<file path="src/rtl/scan_key_mux.sv">
// Registered key-lookup multiplexer: direct key match or timed auto-scan over all
// table entries, emitting each entry's key/data with a strobe on its first cycle.
module scan_key_mux #(
    parameter int NR_KEY   = 4,
    parameter int KEY_LEN  = 2,
    parameter int DATA_LEN = 1,
    parameter int SCAN_DIV = 4
) (
    input  logic                                 clk,
    input  logic                                 rst,
    input  logic                                 mode,
    input  logic [KEY_LEN-1:0]                   sel,
    input  logic [DATA_LEN-1:0]                  default_out,
    input  logic [NR_KEY*(KEY_LEN+DATA_LEN)-1:0] lut,
    output logic [DATA_LEN-1:0]                  out,
    output logic [KEY_LEN-1:0]                   out_key,
    output logic                                 hit,
    output logic                                 strobe
);
    localparam int W     = KEY_LEN + DATA_LEN;
    localparam int IDX_W = (NR_KEY > 1) ? $clog2(NR_KEY) : 1;
    localparam int DIV_W = (SCAN_DIV > 1) ? $clog2(SCAN_DIV) : 1;
    localparam logic [IDX_W-1:0] LAST_IDX = IDX_W'(NR_KEY - 1);
    localparam logic [DIV_W-1:0] LAST_DIV = DIV_W'(SCAN_DIV - 1);

    typedef enum logic {DIRECT = 1'b0, SCAN = 1'b1} state_t;

    state_t              state_reg, state_next;
    logic [IDX_W-1:0]    idx_reg, idx_next;
    logic [DIV_W-1:0]    div_reg, div_next;
    logic [DATA_LEN-1:0] out_next;
    logic [KEY_LEN-1:0]  out_key_next;
    logic                hit_next, strobe_next;

    logic [KEY_LEN-1:0]  key_arr  [NR_KEY];
    logic [DATA_LEN-1:0] data_arr [NR_KEY];
    logic                match_found;
    logic [DATA_LEN-1:0] match_data;

    // Unpack the flat table: key in the upper bits, data in the lower bits of each entry.
    generate
        for (genvar gi = 0; gi < NR_KEY; gi++) begin : g_unpack
            assign key_arr[gi]  = lut[gi*W + DATA_LEN +: KEY_LEN];
            assign data_arr[gi] = lut[gi*W +: DATA_LEN];
        end
    endgenerate

    // Walk from the top down so the lowest matching index overwrites the others.
    always_comb begin
        match_found = 1'b0;
        match_data  = '0;
        for (int i = NR_KEY - 1; i >= 0; i--) begin
            if (key_arr[i] == sel) begin
                match_found = 1'b1;
                match_data  = data_arr[i];
            end
        end
    end

    always_ff @(posedge clk or posedge rst) begin
        if (rst) begin
            state_reg <= DIRECT;
            idx_reg   <= '0;
            div_reg   <= '0;
            out       <= '0;
            out_key   <= '0;
            hit       <= 1'b0;
            strobe    <= 1'b0;
        end else begin
            state_reg <= state_next;
            idx_reg   <= idx_next;
            div_reg   <= div_next;
            out       <= out_next;
            out_key   <= out_key_next;
            hit       <= hit_next;
            strobe    <= strobe_next;
        end
    end

    always_comb begin
        state_next = state_reg;
        idx_next   = idx_reg;
        div_next   = div_reg;
        if (!mode) begin
            state_next = DIRECT;
        end else if (state_reg == DIRECT) begin
            state_next = SCAN;
            idx_next   = '0;
            div_next   = '0;
        end else if (div_reg == LAST_DIV) begin
            div_next = '0;
            idx_next = (idx_reg == LAST_IDX) ? '0 : idx_reg + 1'b1;
        end else begin
            div_next = div_reg + 1'b1;
        end
    end

    // Scan outputs follow the entry at the upcoming index, read from the live table.
    always_comb begin
        out_next     = default_out;
        out_key_next = sel;
        hit_next     = 1'b0;
        strobe_next  = 1'b0;
        if (mode) begin
            out_next     = data_arr[idx_next];
            out_key_next = key_arr[idx_next];
            hit_next     = 1'b1;
            strobe_next  = (state_reg == DIRECT) || (div_reg == LAST_DIV);
        end else if (match_found) begin
            out_next = match_data;
            hit_next = 1'b1;
        end
    end
endmodule

</file>
<file path="config.mk">
export PLATFORM = sky130hd
export DESIGN_NAME = scan_key_mux
export DESIGN_NICKNAME = d
export VERILOG_FILES = /design/src/rtl/scan_key_mux.sv
export SDC_FILE = /design/constraint.sdc
export NUM_CORES = 1
export LEC_CHECK = 0
export BUFFER_PORTS_ARGS = -buffer_cell sky130_fd_sc_hd__buf_4
export CAP_MARGIN = 20
export CORE_MARGIN = 4
export CORE_UTILIZATION = 53
export CTS_CLUSTER_SIZE = 20
export DETAILED_ROUTE_END_ITERATION = 7
export PLACE_DENSITY = 0.81
export SYNTH_ARGS = -nofsm -noshare
export SYNTH_HDL_FRONTEND = slang
export SYNTH_SLANG_ARGS = --single-unit
</file>
<file path="constraint.sdc">
create_clock -name clk -period 2.9 [get_ports clk]
set_input_delay 0.29 -clock clk [delete_from_list [all_inputs] [get_ports clk]]
set_output_delay 0.29 -clock clk [all_outputs]
set_load 0.02 [all_outputs]
</file>
Yosys cells after proc, flatten, opt, wreduce, memory -nomap -nowiden

Index checks and enable logic that the tools add are counted.

Flip-flop bits (word level): 10
Bits in latches: 0
RAM bits: 0
ROM bits: 0
Input port bits: 18
Output and inout bits: 5
Logic and storage cells: 46
Memories: 0

$add $sub $neg: 2
Multipliers: 0
Div/mod/pow operators: 0
Magnitude comparators: 1
Equality and inequality tests: 6
Shift-type cells: 0
Mux-type cells: 27
Bitwise operators: 2
Reductions and logical operators: 1

Operators with widths:

| cell                                                      | number |
|---|---|
| 2-to-1 mux 2 bit                                          | 9 |
| 2-to-1 mux 1 bit                                          | 16 |
| equality test 2 bit                                       | 4 |
| adder 2 x 1 -> 2 bit (second input constant)              | 2 |
| binary-select mux 2 bit (select 2 bit)                    | 1 |
| equality test 2 bit (second input constant)               | 2 |
| greater-or-equal comparator 3 bit (second input constant) | 1 |
| NOT 2 -> 3 bit                                            | 1 |
| binary-select mux 1 bit (select 2 bit)                    | 1 |
| logical OR 1 bit                                          | 1 |
| NOT 1 bit                                                 | 1 |

Logic depth before layout (Yosys ltp)

Gate-level depths: netlist (run 1).

Depth after elaboration: 10
Gate-level depth with buffers: 7
Mapped depth without buffers: 7

Worst setup path after synthesis (run 1)

OpenSTA, ideal clock, no wires.

Kind: register to register
Start point: register div_reg[0]
End point: register out_key[0]
Library setup time: 138 ps
Arrival: 1,463 ps
Required time: 2,762 ps
Path slack: 1,299 ps
Stages on the path, launching flop included: 6
Buffers on the path: 0
Clock period less this slack: 1,601 ps
Cell sequence: dfrtp_1 ha_1 nor3b_2 a32oi_4 mux2i_1 o221ai_1

Cells in the longest elaborated chain, start to end: 9

Ends and longest elaborated chain:

| item                                                 | line | source |
|---|---|---|
| from (decl)                                          | 30   | `logic [DIV_W-1:0] div_reg, div_next;` |
| from (signal assigned)                               | 72   | `div_reg <= div_next;` |
| equality test 2 bit                                  | 90   | `end else if (div_reg == LAST_DIV) begin` |
| 2-to-1 mux 2 bit                                     | 90   |  |
| 2-to-1 mux 2 bit                                     | 86   | `end else if (state_reg == DIRECT) begin` |
| 2-to-1 mux 2 bit                                     | 84   | `if (!mode) begin` |
| NOT 2 -> 3 bit (implied by the code)                 | 106  | `out_key_next = key_arr[idx_next];` |
| binary-select mux 2 bit (select 2 bit)               | 106  |  |
| 2-to-1 mux 2 bit (implied by the code) (2 in series) | 106  |  |
| 2-to-1 mux 2 bit                                     | 104  | `if (mode) begin` |
| net out_key_next[0]                                  | 32   | `logic [KEY_LEN-1:0] out_key_next;` |
| to (signal assigned)                                 | 74   | `out_key <= out_key_next;` |
| to (decl)                                            | 16   | `output logic [KEY_LEN-1:0] out_key,` |

The timed path passes the listed nets, and every way through them passes these cells. The select of a mux whose other input is x is not followed.
A chain may end at the register's enable or synchronous reset.

Worst setup path in the final report (run 1)

Start point: register div_reg[0]
End point: register out_key[1]

The elaborated chain is that of the path after synthesis.

==> reports/metrics.csv, run 1 <==
metric;value;unit
grt_max_degree;16;
share_of_cells_above_drive_strength_1;0.351;
initial_utilization;0.569;
rsz0062_at_grt;false;
total_area_of_multi_input_combinational_cells;434;µm²
clock_latency;0.27;ns
routed_wire_length_per_instance;17.0;µm
peakVddDrop;0.302;mV
max-clock-path-buffers;2;
post_synth.cell_area_avg;10.0;µm²
cellInternalPower;0.291;mW
timing.final.hold_violations;0;
power.switching;0.129;mW
yosys.area.top_type_share;0.338;
cts_buffers;3;
clock_power_share;0.303;
placed_area;902;µm²
worstPathArrival;1.89;ns
route.antenna.remaining_nets;0;
htree_num_levels;1;
ys_top_cells_by_count;sky130_fd_sc_hd__dfrtp_1, sky130_fd_sc_hd__inv_1, sky130_fd_sc_hd__nand2_1, sky130_fd_sc_hd__xnor2_1, sky130_fd_sc_hd__mux2i_1;
top_level_ports;23;
grt_remaining_overflow;0;
max-slew-margin-rel;0.739;
global_route.usage.met1;0.190;
yosysWarnings;0;
busiest_layer;met2;
place.port_buffers;22;
post-synth-top-count-cell;sky130_fd_sc_hd__dfrtp_1;
ff_latch_area;250;µm²
synthToLayoutAreaGrowth;26.7;%
path_clk_slew;0.07;ns
number_of_enable_flip_flop_cells_after_synthesis;0;
timing.critical_path.fanout_max;6;
gr-usage-met2;0.390;
route.detailed.drc;0;
report.final.setup_viol;0;
postCtsHoldBufs;0;
net_count_reported_at_finish;118;
synth_nets;94;
hold-worst-slack;0.000664;ns
std_cell_rows;13;
reg2regPathDepth;5;
async_flop_share;1.00;
final.fill_count;107;
fin_crit_sh;0.608;
synth_cell_types;32;
combinationalPowerShare;0.311;
cts.sinks;10;
finalMaxSlewViolations;0;
timing_worst_setup_path_type;register to register;
finish.utilization;0.721;
power.static_leakage;0.478;nW
synth_largest_area_cell;sky130_fd_sc_hd__dfrtp_1;
synth_top_cells_by_area;sky130_fd_sc_hd__dfrtp_1, sky130_fd_sc_hd__xnor2_1, sky130_fd_sc_hd__mux2i_1;
timing.critical_path.required;3.03;ns
fin_skew;0.00555;ns
timing.hold.worst.class;input pin to asynchronous set/reset pin;
actual_slew_at_the_worst_max_slew_pin;0.391;ns
power.share.sequential;0.386;
viasPerCell;5.99;
number_of_antenna_violations_at_the_first_check_in_global_routing;0;
cts_resized;0;
drt_first_pass_iters;4;
ys_dominant_reg_cell;sky130_fd_sc_hd__dfrtp_1;
outcome;finished, final reports clean;
met3_usage;0.0395;
regToRegSetupSlack;1.14;ns
die-height;45.4;µm
cap_viol_max_count;0;
seq_area_frac_synth;0.338;
period_minus_slack;1.76;ns
antenna-diode-count;0;
cp-start-kind;register;
drt_iter0_drcs;35;
dr_total_vias;671;
floorplan.core_area;1300;µm²
grt.total_usage;0.203;
fmaxAchievable;567;MHz
post_detailed_placement_half_perimeter_wirelength;1.52;mm
tritoncts;done;
setup-tns-final;0;ns
synthCells;74;
design.die.area;2060;µm²
post-cts-setup-buffers;0;
powerDensity;448;nW/µm²
first_global_vias;715;
crit-reg2reg-launch;div_reg[0];
sw_frac_of_total;0.308;
die_w;45.4;µm
worst_r2r_endpoint;out_key[1];
critPathCaptureType;register;
total_of_flip_flops_plus_latches_after_synthesis;10;
root_buffer;sky130_fd_sc_hd__clkbuf_4;
grt_pass1_wl;2.99;mm
synth.cell_area;741;µm²
totalWireLength;1.90;mm
layout.cell_area.non_filler;938;µm²
gpl.final_weighted_congestion;0.812;
## cell families (layout without fill, tap and decap cells)
kind of cell / Yosys count / in the layout / share of synthesized area
fa+ha+maj: 2 / 2 / 0.0338
flops: 10 / 10 / 0.338
buf+inv: 12 / 35 / 0.0760
simple gates: 16 / 16 / 0.115
mux: 4 / 4 / 0.0541
xor+xnor: 8 / 8 / 0.115
compound gates: 22 / 22 / 0.269
## layer usage
layer	share of wire	wire length, µm
met1	0.35	660
met2	0.57	1080
met3	0.059	113
met4	0.024	46
met5	0	0
## cells in the final DEF (no fill, tap or decap)
cell	n
sky130_fd_sc_hd__a211oi_1	3
sky130_fd_sc_hd__a211oi_2	1
sky130_fd_sc_hd__a21boi_0	1
sky130_fd_sc_hd__a21oi_1	3
sky130_fd_sc_hd__a22oi_1	1
sky130_fd_sc_hd__a22oi_2	1
sky130_fd_sc_hd__a32o_1	1
sky130_fd_sc_hd__a32oi_1	1
sky130_fd_sc_hd__a32oi_4	1
sky130_fd_sc_hd__a41o_1	1
sky130_fd_sc_hd__and3_1	1
sky130_fd_sc_hd__buf_4	22
sky130_fd_sc_hd__clkbuf_4	3
sky130_fd_sc_hd__clkbuf_8	1
sky130_fd_sc_hd__dfrtp_1	10
sky130_fd_sc_hd__ha_1	2
sky130_fd_sc_hd__inv_1	9
sky130_fd_sc_hd__mux2i_1	4
sky130_fd_sc_hd__nand2_1	8
sky130_fd_sc_hd__nand2b_1	2
sky130_fd_sc_hd__nand3_1	1
sky130_fd_sc_hd__nand3b_1	1
sky130_fd_sc_hd__nor2_1	1
sky130_fd_sc_hd__nor3b_2	1
sky130_fd_sc_hd__o21ai_0	3
sky130_fd_sc_hd__o21ai_2	1
sky130_fd_sc_hd__o221ai_1	2
sky130_fd_sc_hd__o31ai_1	1
sky130_fd_sc_hd__o32ai_2	1
sky130_fd_sc_hd__or2b_1	1
sky130_fd_sc_hd__xnor2_1	6
sky130_fd_sc_hd__xnor2_2	2
## worst max path at each step
| stage | start | end | slack (ns) | cells past startpoint |
|---|---|---|---|---|
| global placement | div_reg[0] | out_key[0] | 1.21 | 5 |
| global route | idx_reg[0] | out | 1.05 | 7 |
| detailed placement | div_reg[0] | out_key[1] | 1.16 | 5 |
| floorplan | div_reg[0] | out_key[0] | 1.30 | 5 |
| CTS | div_reg[0] | out_key[1] | 1.15 | 5 |
| finish | div_reg[0] | out_key[1] | 1.14 | 5 |
## area by class of cell
class,count,share of cell area
multi-input cells,52,0.463
repair buffers,22,0.176
flip-flops and latches,10,0.267
inverters,9,0.0360
clock buffers,4,0.0387
well taps,15,0.0200
## power by group through the flow
| stage | logic, mW | registers [mW] | clock network, mW |
|---|---|---|---|
| after global routing | 0.140 | 0.163 | 0.133 |
| after global placement | 0.125 | 0.164 | 0 |
| final | 0.131 | 0.162 | 0.127 |
| after floorplan | 0.0737 | 0.172 | 0 |
| after detailed placement | 0.129 | 0.165 | 0 |
| after CTS | 0.131 | 0.162 | 0.128 |
## metrics by stage
stage          total power, mW  worst slack, ns  instances
2_1_floorplan            0.246             1.30         74
3_3_place_gp             0.289             1.21        108
3_5_place_dp             0.294             1.16        108
4_1_cts                  0.421             1.15        112
5_1_grt                  0.437             1.05        112
6_report                 0.420             1.14        112
## worst max-delay path, cell delays in order, from the launching register on
cell,delay (ns)
sky130_fd_sc_hd__dfrtp_1,0.40
sky130_fd_sc_hd__ha_1,0.26
sky130_fd_sc_hd__nor3b_2,0.20
sky130_fd_sc_hd__a32oi_4,0.38
sky130_fd_sc_hd__mux2i_1,0.23
sky130_fd_sc_hd__o221ai_1,0.15
Note: power is estimated with default switching activity, not from simulation.
==> inputs of run 2 (changes only) <==
--- a/config.mk
+++ b/config.mk
@@ -5,13 +5,14 @@
 export SDC_FILE = /design/constraint.sdc
 export NUM_CORES = 1
 export LEC_CHECK = 0
+export ABC_AREA = 1
 export BUFFER_PORTS_ARGS = -buffer_cell sky130_fd_sc_hd__buf_4
 export CAP_MARGIN = 20
 export CORE_MARGIN = 4
-export CORE_UTILIZATION = 53
+export CORE_UTILIZATION = 50
 export CTS_CLUSTER_SIZE = 20
 export DETAILED_ROUTE_END_ITERATION = 7
-export PLACE_DENSITY = 0.81
+export PLACE_DENSITY = 0.77
 export SYNTH_ARGS = -nofsm -noshare
 export SYNTH_HDL_FRONTEND = slang
 export SYNTH_SLANG_ARGS = --single-unit
==> constraint.sdc (replaced) <==
create_clock -name clk -period 1.8 [get_ports clk]
set_input_delay 0.18 -clock clk [delete_from_list [all_inputs] [get_ports clk]]
set_output_delay 0.18 -clock clk [all_outputs]
set_load 0.02 [all_outputs]
==> reports/metrics.csv, run 2 <==
metric;value;unit;change
antenna-diode-count;0;;unchanged
synthToLayoutAreaGrowth;25.6;%;
crit-reg2reg-launch;idx_reg[0];;
routed_wire_length_per_instance;11.0;µm;-35%
fmaxAchievable;664;MHz;+17%
die-height;47.7;µm;+5.0%
path_cells;ha_1, nor2_1, nand4_2, nand2_4, inv_4, nand2_1, nand2_1, nand2_1, nand2_1, nand2_1, nand2_1;;
number_of_enable_flip_flop_cells_after_synthesis;0;;unchanged
path_clk_slew;0.07;ns;about the same
route.detailed.drc;0;;unchanged
synth.cell_area;787;µm²;+6.3%
root_buffer;sky130_fd_sc_hd__clkbuf_4;;
critical_path.startpoint;idx_reg[0];;
grt_pass1_wl;2.79;mm;-6.7%
power.static_leakage;0.571;nW;+19%
fin_skew;0.00524;ns;-0.000311 ns
top_level_ports;23;;unchanged
place.port_buffers;22;;unchanged
die_w;47.7;µm;+5.0%
final.fill_count;124;;+16%
cp_slowest_stage_delay;0.43;ns;+0.03 ns
layout.cells.most_common;sky130_fd_sc_hd__nand2_1;;
grt_max_degree;11;;-5
timing.final.hold_violations;0;;unchanged
cap_viol_max_count;0;;unchanged
totalWireLength;1.69;mm;-11%
timing.hold.worst.class;input pin to register;;
rsz0062_at_grt;false;;
first_global_vias;705;;-1.4%
timing.critical_path.fanout_max;8;;+2
htree_num_levels;1;;unchanged
worstPathArrival;1.67;ns;-0.22 ns
net_count_reported_at_finish;158;;+34%
clock_latency;0.27;ns;about the same
floorplan.core_area;1490;µm²;+14%
yosys.area.top_type_share;0.318;;-0.0199
peakVddDrop;0.430;mV;+42%
yosysWarnings;0;;unchanged
total_of_flip_flops_plus_latches_after_synthesis;10;;unchanged
cts.sinks;10;;unchanged
grt_remaining_overflow;0;;unchanged
number_of_antenna_violations_at_the_first_check_in_global_routing;0;;unchanged
initial_utilization;0.529;;-0.0407
synthCells;113;;+53%
route.antenna.remaining_nets;0;;unchanged
cp-start-kind;register;;
report.final.setup_viol;0;;unchanged
tritoncts;done;;
ff_latch_area;250;µm²;unchanged
path_common_cell;sky130_fd_sc_hd__nand2_1;;
timing.critical_path.required;1.96;ns;-1.07 ns
std_cell_rows;14;;+1
total_area_of_multi_input_combinational_cells;440;µm²;+1.4%
critical_path.slowest_cell;sky130_fd_sc_hd__dfrtp_1;;
max-slew-margin-rel;0.741;;+0.00212
synth_nets;133;;+41%
cts_buffers;3;;unchanged
post_synth.cell_area_avg;6.96;µm²;-30%
share_of_cells_above_drive_strength_1;0.321;;-0.0293
post-synth-top-count-cell;sky130_fd_sc_hd__nand2_1;;
seq_area_frac_synth;0.318;;-0.0199
hold_path_startpoint;mode;;
ys_dominant_reg_cell;sky130_fd_sc_hd__dfrtp_1;;
dr_total_vias;723;;+7.7%
fin_crit_sh;0.837;;+0.229
max-clock-path-buffers;2;;unchanged
instances_no_fill;153;;+37%
drt_iter0_drcs;12;;-66%
viasPerCell;4.73;;-21%
post_detailed_placement_half_perimeter_wirelength;1.42;mm;-6.5%
design.die.area;2270;µm²;+10%
post-cts-setup-buffers;0;;unchanged
critPathCaptureType;register;;
actual_slew_at_the_worst_max_slew_pin;0.387;ns;-0.00318 ns
hold-worst-slack;0.114;ns;+0.113 ns
grt.total_usage;0.178;;-0.0253
async_flop_share;1.00;;unchanged
setup-tns-final;0;ns;unchanged
gpl.final_weighted_congestion;0.811;;about the same
drt_first_pass_iters;4;;unchanged
period_minus_slack;1.51;ns;-0.257 ns
synth_largest_area_cell;sky130_fd_sc_hd__dfrtp_1;;
layout.cells.most_common_list;sky130_fd_sc_hd__nand2_1, sky130_fd_sc_hd__buf_4, sky130_fd_sc_hd__inv_1;;
finalMaxSlewViolations;0;;unchanged
outcome;finished, final reports clean;;
timing_worst_setup_path_type;register to register;;
synth_top_cells_by_area;sky130_fd_sc_hd__dfrtp_1, sky130_fd_sc_hd__nand2_1, sky130_fd_sc_hd__nand3_1;;
powerDensity;678;nW/µm²;+51%
synth_cell_types;20;;-38%
ys_top_cells_by_count;sky130_fd_sc_hd__nand2_1, sky130_fd_sc_hd__inv_1, sky130_fd_sc_hd__dfrtp_1, sky130_fd_sc_hd__nand3_1, sky130_fd_sc_hd__nand2_2;;
post-place-cells;148;;+37%
## run 2: changes by cell type in the layout (fill, tap and decap cells not counted), sizes merged, moves of 3 or more
cell / before / now
nand3: 1 / 10
mux2i: 4 / 0
xnor2: 8 / 4
a21oi: 3 / 0
nand2: 8 / 53
inv: 9 / 17
a211oi: 4 / 0
nor2: 1 / 6
## run 2: timing repair
item / 4_1_cts / 5_1_grt
gates resized for setup: 0 / 0
hold buffers: 1 / 0
hold endpoints to repair: 10 / 0
## run 2: cells by family after synthesis
kind of cell / share of synthesized area
flops: 0.318
compound gates: 0.0445
fa+ha+maj: 0.0318
simple gates: 0.439
xor+xnor: 0.0445
buf+inv: 0.122
## run 2: per-layer routing
metal | track usage | part of all wire
met1 | 0.219 | 0.45
met2 | 0.283 | 0.47
met3 | 0.0451 | 0.056
met4 | 0.0968 | 0.023
met5 | 0 | 0
## run 2: path summary, 6_finish.rpt
path	slack, ns	endpoint	cells after the start
worst max-delay path	0.29	out_key[1]	11
worst min-delay path	0.11	state_reg	1
worst max register to register	0.29	out_key[1]	11
worst min register to register	0.49	div_reg[1]	2
max in group asynchronous	1.08	idx_reg[0]	3
min in group asynchronous	0.44	strobe	3
## run 2: area by class of cell
cell class / count / share of cell area
inverters: 17 / 0.0671
well taps: 16 / 0.0203
clock buffers: 4 / 0.0367
repair buffers: 23 / 0.177
flip-flops and latches: 10 / 0.253
multi-input cells: 83 / 0.446
## run 2: critical path, delay by kind of cell, from the launching register on
| kind | cells | cell delay, ns |
|---|---|---|
| adder cells (fa/ha/maj) | 1 | 0.21 |
| flip-flops | 1 | 0.43 |
| buffers and inverters | 1 | 0.05 |
| AND/OR/NAND/NOR | 9 | 0.70 |
## run 2: per-stage QoR
| step | setup slack [ns] | total power, mW | util | cell area (µm²) |
|---|---|---|---|---|
| 2_1_floorplan | 0.431 | 0.399 | - | 787 |
| 3_3_place_gp | 0.333 | 0.462 | 0.633 | 942 |
| 6_report | 0.293 | 0.670 | 0.664 | 988 |
| 3_5_place_dp | 0.281 | 0.467 | 0.633 | 942 |
| 5_1_grt | 0.114 | 0.707 | 0.664 | 988 |
| 4_1_cts | 0.272 | 0.672 | 0.664 | 988 |
## run 2: power by group
| group | switching (mW) | total, mW | internal, mW |
|---|---|---|---|
| clock | 0.0836 | 0.207 | 0.123 |
| sequential | 0.0119 | 0.258 | 0.246 |
| combinational | 0.116 | 0.205 | 0.0889 |
| total | 0.212 | 0.670 | 0.458 |
